### config.mk
export PLATFORM = sky130hd
export DESIGN_NAME = score_sequencer
export DESIGN_NICKNAME = d
export VERILOG_FILES = /design/src/rtl/score_sequencer.sv
export SDC_FILE = /design/constraint.sdc
export NUM_CORES = 1
export LEC_CHECK = 0
export BUFFER_PORTS_ARGS = -buffer_cell sky130_fd_sc_hd__buf_4
export CAP_MARGIN = 20
export CORE_UTILIZATION = 49
export DETAILED_ROUTE_END_ITERATION = 10
export GPL_ROUTABILITY_DRIVEN = 1
export PLACE_DENSITY = 0.77
export SLEW_MARGIN = 20
export SYNTH_ARGS = -nofsm -noshare
export SYNTH_HDL_FRONTEND = slang
export SYNTH_SLANG_ARGS = --single-unit
### constraint.sdc
create_clock -name clk -period 6.37 [get_ports clk]
set_input_delay 1.274 -clock clk [delete_from_list [all_inputs] [get_ports clk]]
set_output_delay 1.274 -clock clk [all_outputs]
set_load 0.03 [all_outputs]
### src/rtl/score_sequencer.sv
// Melody score sequencer: walks a synchronous score ROM and drives note/octave
// to a tone generator with tick-based durations, inter-note gaps, pause and loop.
module score_sequencer #(
    parameter int addr_width  = 6,
    parameter int tick_cycles = 3125000,
    parameter int gap_ticks   = 1
) (
    input  logic                  clk,
    input  logic                  reset,
    input  logic                  start,
    input  logic                  stop,
    input  logic                  pause,
    input  logic                  loop,
    output logic [addr_width-1:0] rom_addr,
    input  logic [11:0]           rom_data,
    output logic [2:0]            octave,
    output logic [3:0]            note,
    output logic                  busy,
    output logic                  done
);
    localparam int tick_w = (tick_cycles > 1) ? $clog2(tick_cycles) : 1;
    localparam int gap_w  = $clog2(gap_ticks + 1);
    localparam int dur_w  = (gap_w > 5) ? gap_w : 5;

    localparam logic [3:0]        rest      = 4'd12;
    localparam logic [tick_w-1:0] tick_last = tick_w'(tick_cycles - 1);
    localparam logic [dur_w-1:0]  gap_load  = dur_w'(gap_ticks);
    localparam logic [dur_w-1:0]  dur_one   = dur_w'(1);

    typedef enum logic [2:0] {IDLE, FETCH, LOAD, PLAY, GAP} state_t;

    state_t                state, state_n;
    logic [addr_width-1:0] addr_n;
    logic [2:0]            oct_n;
    logic [3:0]            note_n, note_lat, lat_n;
    logic [tick_w-1:0]     tick_cnt, tick_n;
    logic [dur_w-1:0]      dur_cnt, dur_n;
    logic                  busy_n, done_n;
    logic                  tick_wrap, advance, end_score;

    always_ff @(posedge clk or posedge reset) begin
        if (reset) begin
            state    <= IDLE;
            rom_addr <= '0;
            octave   <= '0;
            note     <= rest;
            note_lat <= rest;
            tick_cnt <= '0;
            dur_cnt  <= '0;
            busy     <= 1'b0;
            done     <= 1'b0;
        end else begin
            state    <= state_n;
            rom_addr <= addr_n;
            octave   <= oct_n;
            note     <= note_n;
            note_lat <= lat_n;
            tick_cnt <= tick_n;
            dur_cnt  <= dur_n;
            busy     <= busy_n;
            done     <= done_n;
        end
    end

    always_comb begin
        state_n   = state;
        addr_n    = rom_addr;
        oct_n     = octave;
        note_n    = note;
        lat_n     = note_lat;
        tick_n    = tick_cnt;
        dur_n     = dur_cnt;
        done_n    = 1'b0;
        advance   = 1'b0;
        end_score = 1'b0;
        tick_wrap = (tick_cnt == tick_last);

        case (state)
            IDLE: begin
                note_n = rest;
                oct_n  = '0;
                addr_n = '0;
                tick_n = '0;
                dur_n  = '0;
                if (start) state_n = FETCH;
            end
            FETCH: state_n = LOAD;
            LOAD: begin
                if (rom_data[4:0] != 5'd0) begin
                    oct_n   = rom_data[11:9];
                    note_n  = rom_data[8:5];
                    lat_n   = rom_data[8:5];
                    dur_n   = dur_w'(rom_data[4:0]);
                    tick_n  = '0;
                    state_n = PLAY;
                end else if (loop && rom_addr != '0) begin
                    addr_n  = '0;
                    state_n = FETCH;
                end else begin
                    // a zero-length entry at address 0 would otherwise refetch forever
                    end_score = 1'b1;
                end
            end
            PLAY: begin
                if (pause) begin
                    note_n = rest;
                end else begin
                    note_n = note_lat;
                    tick_n = tick_wrap ? '0 : tick_cnt + 1'b1;
                    if (tick_wrap) begin
                        dur_n = dur_cnt - 1'b1;
                        if (dur_cnt == dur_one) begin
                            note_n = rest;
                            if (gap_ticks != 0) begin
                                dur_n   = gap_load;
                                state_n = GAP;
                            end else begin
                                advance = 1'b1;
                            end
                        end
                    end
                end
            end
            GAP: begin
                note_n = rest;
                if (!pause) begin
                    tick_n = tick_wrap ? '0 : tick_cnt + 1'b1;
                    if (tick_wrap) begin
                        dur_n = dur_cnt - 1'b1;
                        if (dur_cnt == dur_one) advance = 1'b1;
                    end
                end
            end
            default: state_n = IDLE;
        endcase

        // running off the top of the score behaves like an end marker
        if (advance) begin
            if (&rom_addr) begin
                addr_n = '0;
                if (loop) state_n = FETCH;
                else      end_score = 1'b1;
            end else begin
                addr_n  = rom_addr + 1'b1;
                state_n = FETCH;
            end
        end

        if (end_score) begin
            state_n = IDLE;
            done_n  = 1'b1;
            addr_n  = '0;
            note_n  = rest;
            oct_n   = '0;
        end

        if (stop) begin
            state_n = IDLE;
            done_n  = 1'b0;
            addr_n  = '0;
            note_n  = rest;
            oct_n   = '0;
            tick_n  = '0;
            dur_n   = '0;
        end

        busy_n = (state_n != IDLE);
    end
endmodule

==> results.yml, run 1 <==
status:
  status: "completed"
sta:
  fin_crit_sh_pct: 47.71
  finalCriticalPeriod_ns: 3.039
  fin_skew_ns: 0.008745
  finalSetupTns_ns: 0
  rsz0062_at_grt: "false"
  relSlewSlack_pct: 43.47
  setup_viol: 0
  drv_slew: 0
  hold_viol: 0
  clock.fmax_ghz: 0.3290
  setup_ws_ns: 3.331
  tightest_slew_ns: 0.8415
critical_path:
  cp-start-kind: "input pin"
  endpoint_kind: "register"
  worst-path-buf-inv: 2
  path_common_cell: "buf_4"
  crit_type: "in -> reg"
  r2r-start: "tick_cnt[0]$_DFFE_PP0P_"
  slowest_stage: "nor4_1"
  critical_path.max_stage_delay_ns: 0.49
  rrSetupSlack_ns: 3.78
  worstReg2RegEnd: "dur_cnt[1]$_DFFE_PP0P_"
  crit_cells: 8
  crit_family: "simple AND/OR/NAND/NOR gates"
  crit_chain: "buf_4 -> nor4_1 -> a31o_2 -> nor4b_2 -> buf_4 -> nand2b_1 -> or3_1 -> o21ai_0"
  cp.required_ns: 6.55
  cp.arrival_ns: 3.21
  rr_worst_depth: 7
  crit_fanout: 29
finish:
  layout.nets: 366
  layout_common_cells: "dfrtp_1 (45), nor2_1 (35), buf_4 (33)"
  mostFrequentLayoutCell: "dfrtp_1"
  final_cells: 416
  drive_gt1_share_pct: 18.02
  area_delta_synth_final_pct: 15.04
  num-fill-cells: 501
  n_antenna_cell: 0
placement:
  dp.final_hpwl_um: 4278
  place_congestion: 0.8947
  pre_cts_ws_ns: 3.005
  io_buffers: 32
  numPlacedInstances: 408
logic_synthesis:
  synthTopCellsByArea: "dfrtp_1 (41%), o21ai_0 (5.8%), nor2_1 (4.7%)"
  synth_top_area_share_pct: 40.52
  yosysTopAreaCell: "dfrtp_1"
  yosys_warnings: 0
  synth_edf_count: 0
  ys_ff_latch: 49
  ys_types: 48
  synthCells: 313
  ys_seq_area_share_pct: 44.30
  synth_area_sq_mm: 0.002779
  synthesis.nets: 336
  postSynthAreaPerCell_sq_um: 8.878
  synthFlopType: "dfrtp_1"
  async_flop_share_pct: 100.0
global_route:
  antenna_found_initial: 0
  grt_pass1_wl_um: 10410
  grt_use_total_pct: 21.67
  gr-usage-met3_pct: 3.452
  met2_usage_pct: 36.46
  grt_max_degree: 50
  grt_overflow_total: 0
  grt_pass1_vias: 2307
  use_met1_pct: 28.63
  top_usage_layer: "met2"
worst_hold_path:
  min_path_cells: 1
  whs_endpoint: "note[0]$_DFFE_PP0P_"
  hp-start: "note[0]$_DFFE_PP0P_"
  worstHoldPathType: "reg -> reg"
job:
  drv_cap: 0
floorplan:
  die_area_sq_mm: 0.005976
  rows: 27
  ios: 33
  coreArea_sq_mm: 0.005473
  start_util_pct: 50.78
  fp.dieH_um: 77.31
  die_w_um: 77.31
detailed_routing:
  drc: 0
  wl_per_cell_um: 14.29
  first_pass_iters: 4
  drtAntennaViolNets: 0
  drtIter0Drc: 188
  vias: 2443
  viasPerCell: 5.873
  totalWireLength_um: 5944
cts:
  postCtsHoldBufs: 0
  cts_buffers: 5
  clk_path_buf_depth: 2
  cts_setup_buffers: 0
  htreeDepth: 2
  cts_tree: "yes"
  cts_resized: 0
  clkLatencyLatePin_ns: 0.30
  cts-root-buf: "clkbuf_8"
  clk_pin_slew_ns: 0.09
  clock-sinks: 49
pwr:
  p_per_area_mw_per_mm2: 204.3
  leakage_nw: 1.320
  peakVddDrop_uv: 132.6
## metal layers
metal  up-vias  routed length (um)
li1       1207                   -
met1      1180                2744
met2        45                2930
met3        11                 197
met4         0                  71
met5         -                   0
## state kept, by name (all words and copies together), names as in the netlist
| name | flops |
|---|---|
| dur_cnt | 5 |
| busy | 1 |
| tick_cnt | 22 |
| note_lat | 4 |
| rom_addr | 6 |
| octave | 3 |
| done | 1 |
| note | 4 |
| state | 3 |
## layout make-up
cell class / instances / area [sq um] / area share, %
clock buffer: 7 / 86.33 / 2.701
multi-input combinational: 243 / 1469 / 45.95
timing repair buffer: 33 / 247.7 / 7.750
inverter: 11 / 42.54 / 1.331
clock inverter: 1 / 30.03 / 0.9393
sequential: 49 / 1231 / 38.51
tap: 72 / 90.09 / 2.818
## synthesized netlist by cell type (all sizes together) (2+ instances only)
master and number:
xnor2 6, ha 5, a22oi 7, o22a 5, dfrtp 45, xor2 2, or4b 2, nand2b 4
and3 5, dfstp 4, a21oi 9, a31oi 7, mux2 5, a31o 2, nand3 13, buf 5
nand3b 2, nand4 8, or2 4, nor4b 4, and2 4, o2bb2ai 2, a21o 2, inv 11
a22o 2, o31ai 6, nor4 6, nor3b 2, mux2i 3, nand2 25, or3 4, o21ai 37
nor2 36, clkbuf 5, nor3 17
## worst max path at each step
stage / start / end / slack, ns
floorplan: rom_data[1] / tick_cnt[6]$_DFFE_PP0P_ / 3.49
global placement: rom_data[1] / dur_cnt[1]$_DFFE_PP0P_ / 3.06
detailed placement: rom_data[1] / dur_cnt[1]$_DFFE_PP0P_ / 3.01
CTS: rom_data[1] / dur_cnt[1]$_DFFE_PP0P_ / 3.32
global route: rom_data[1] / dur_cnt[1]$_DFFE_PP0P_ / 3.21
finish: rom_data[1] / dur_cnt[1]$_DFFE_PP0P_ / 3.33
## cell families (layout without fill, tap and decap cells)
kind of cell,after synthesis,count (layout),share of synthesized area (%)
mux,8,8,3.107
fa+ha+maj,5,5,2.251
flops,49,49,44.30
buf+inv,21,52,3.062
xor+xnor,8,8,2.521
compound gates,82,82,18.55
simple gates,140,140,26.20
## power by group
group	total (W)	switching [W]	internal (W)	leakage, nW
clock network	0.000229	0.000101	0.000128	0.0585
registers	0.000341	0.0000117	0.000329	0.662
logic	0.0000828	0.0000481	0.0000347	0.600
total	0.000653	0.000161	0.000492	1.32
## per-stage QoR
stage          instance area [sq um]  power (W)  util, %  hold slack [ns]
2_1_floorplan                   2779  0.0004010        -           0.4652
3_3_place_gp                    3079  0.0004276    56.26           0.4832
3_5_place_dp                    3079  0.0004298    56.26           0.4969
4_1_cts                         3196  0.0006586    58.39           0.5168
5_1_grt                         3197  0.0006845    58.41           0.5349
6_report                        3197  0.0006531    58.41           0.5093
(Power assumes the default switching activity.)
==> inputs of run 2 (changes only) <==
==> constraint.sdc (replaced) <==
create_clock -name clk -period 3.05 [get_ports clk]
set_input_delay 0.61 -clock clk [delete_from_list [all_inputs] [get_ports clk]]
set_output_delay 0.61 -clock clk [all_outputs]
set_load 0.03 [all_outputs]
==> results.yml, run 2 (same netlist as run 1, synthesis figures left out) <==
sta:
  tightest_slew_ns: 0.8893
  drv_slew: 0
  hold_viol: 0
  finalCriticalPeriod_ns: 2.449
  setup_viol: 0
  fin_crit_sh_pct: 80.30
  clock.fmax_ghz: 0.4083
  fin_skew_ns: 0.006075
  finalHoldWorstSlack_ns: 0.4243
  rsz0062_at_grt: "false"
  finalSetupTns_ns: 0
  relSlewSlack_pct: 40.26
floorplan:
  coreArea_sq_mm: 0.005473
  die_area_sq_mm: 0.005976
  die_w_um: 77.31
  fp.dieH_um: 77.31
  rows: 27
  start_util_pct: 50.78
  ios: 33
global_route:
  grt_use_total_pct: 22.01
  grt_overflow_total: 0
  antenna_found_initial: 0
  grt_max_degree: 50
  grt_pass1_wl_um: 10590
  grt_pass1_vias: 2350
placement:
  place_congestion: 0.8629
  dp.final_hpwl_um: 4379
  dpl_cell_area_sq_mm: 0.003094
  numPlacedInstances: 410
  io_buffers: 32
critical_path:
  crit_type: "reg -> reg"
  cp-start-kind: "register"
  r2r-start: "rom_addr[0]$_DFFE_PP0P_"
  endpoint_kind: "register"
  rrSetupSlack_ns: 0.60
  worstReg2RegEnd: "busy$_DFF_PP0_"
  crit_fanout: 7
  rr_worst_depth: 8
  cp.required_ns: 3.21
  cp.arrival_ns: 2.61
finish:
  layout.nets: 368
  stdcell_area_sq_mm: 0.003229
  top_regs: "tick_cnt x22, rom_addr x6, dur_cnt x5"
  final_cells: 418
  n_antenna_cell: 0
  area_delta_synth_final_pct: 16.21
  largest_reg_flops: 22
  layout_common_cells: "dfrtp_1 (45), nor2_1 (35), buf_4 (35)"
  drive_gt1_share_pct: 18.79
  largest_register: "tick_cnt"
  mostFrequentLayoutCell: "dfrtp_1"
cts:
  clk_path_buf_depth: 2
  clock-sinks: 49
  cts_resized: 0
  cts_setup_buffers: 0
  htreeDepth: 2
  cts_tree: "yes"
  cts-root-buf: "clkbuf_8"
  clkLatencyLatePin_ns: 0.30
  clk_pin_slew_ns: 0.09
  postCtsHoldBufs: 0
  cts_buffers: 5
job:
  drv_cap: 0
detailed_routing:
  viasPerCell: 5.835
  drc: 0
  drtIter0Drc: 239
  first_pass_iters: 4
  totalWireLength_um: 6136
  drtAntennaViolNets: 0
  wl_per_cell_um: 14.68
  vias: 2439
status:
  status: "completed"
worst_hold_path:
  worstHoldPathType: "in -> async"
pwr:
  peakVddDrop_uv: 265.5
  p_per_area_mw_per_mm2: 442.7
  leakage_nw: 1.339
## run 2: changes by cell type in the layout (fill, tap and decap cells not counted)
cell       change
clkbuf_1       -1
bufinv_16      +1
clkbuf_8       -1
clkinv_2       +1
buf_4          +2
## run 2: worst max-delay path: stages (launching register included)
cell and delay (ns):
dfrtp_1 0.46, inv_1 0.08, ha_1 0.14, or4b_2 0.59
o21ai_2 0.23, a31o_2 0.28, nor3_2 0.10, nor3_1 0.24
o311ai_0 0.18
## run 2: per-stage QoR
stage	setup slack [ns]	power (W)	util (%)
after floorplan	0.7387	0.0008375	-
after global placement	0.5908	0.0008958	56.54
after detailed placement	0.4300	0.0009002	56.54
after CTS	0.5991	0.001444	58.98
after global routing	0.4302	0.001492	59.01
final	0.6009	0.001430	59.01
## run 2: how the worst max path moves through the flow
stage / start / endpoint / slack (ns) / cells past startpoint
global route: rom_addr[0]$_DFFE_PP0P_ / busy$_DFF_PP0_ / 0.43 / 8
global placement: rom_data[1] / tick_cnt[1]$_DFFE_PP0P_ / 0.59 / 7
detailed placement: rom_data[1] / tick_cnt[10]$_DFFE_PP0P_ / 0.43 / 8
finish: rom_addr[0]$_DFFE_PP0P_ / busy$_DFF_PP0_ / 0.60 / 8
CTS: rom_addr[0]$_DFFE_PP0P_ / busy$_DFF_PP0_ / 0.60 / 8
floorplan: rom_addr[0]$_DFFE_PP0P_ / busy$_DFF_PP0_ / 0.74 / 8
## run 2: routing by layer
metal	track usage (%)	vias up	share of wire [%]
met4	8.302	0	0.93
li1	-	1219	-
met1	28.12	1154	46
met2	36.73	60	49
met5	0	-	0
met3	4.167	6	4.3
## run 2: report_power, final
part           leakage, nW  internal [W]  switching [W]  total (W)
clock               0.0681      0.000326       0.000216   0.000541
combinational        0.610     0.0000741       0.000102   0.000177
sequential           0.662      0.000688      0.0000239   0.000712
total                 1.34       0.00109       0.000342    0.00143
## run 2: area by class of cell
cell class	instances	area, sq um
fillers	499	2243
multi-input cells	243	1469
clock buffers	5	68.82
repair buffers	35	262.8
inverters	11	42.54
well taps	72	90.09
clock inverters	3	65.06
flip-flops and latches	49	1231
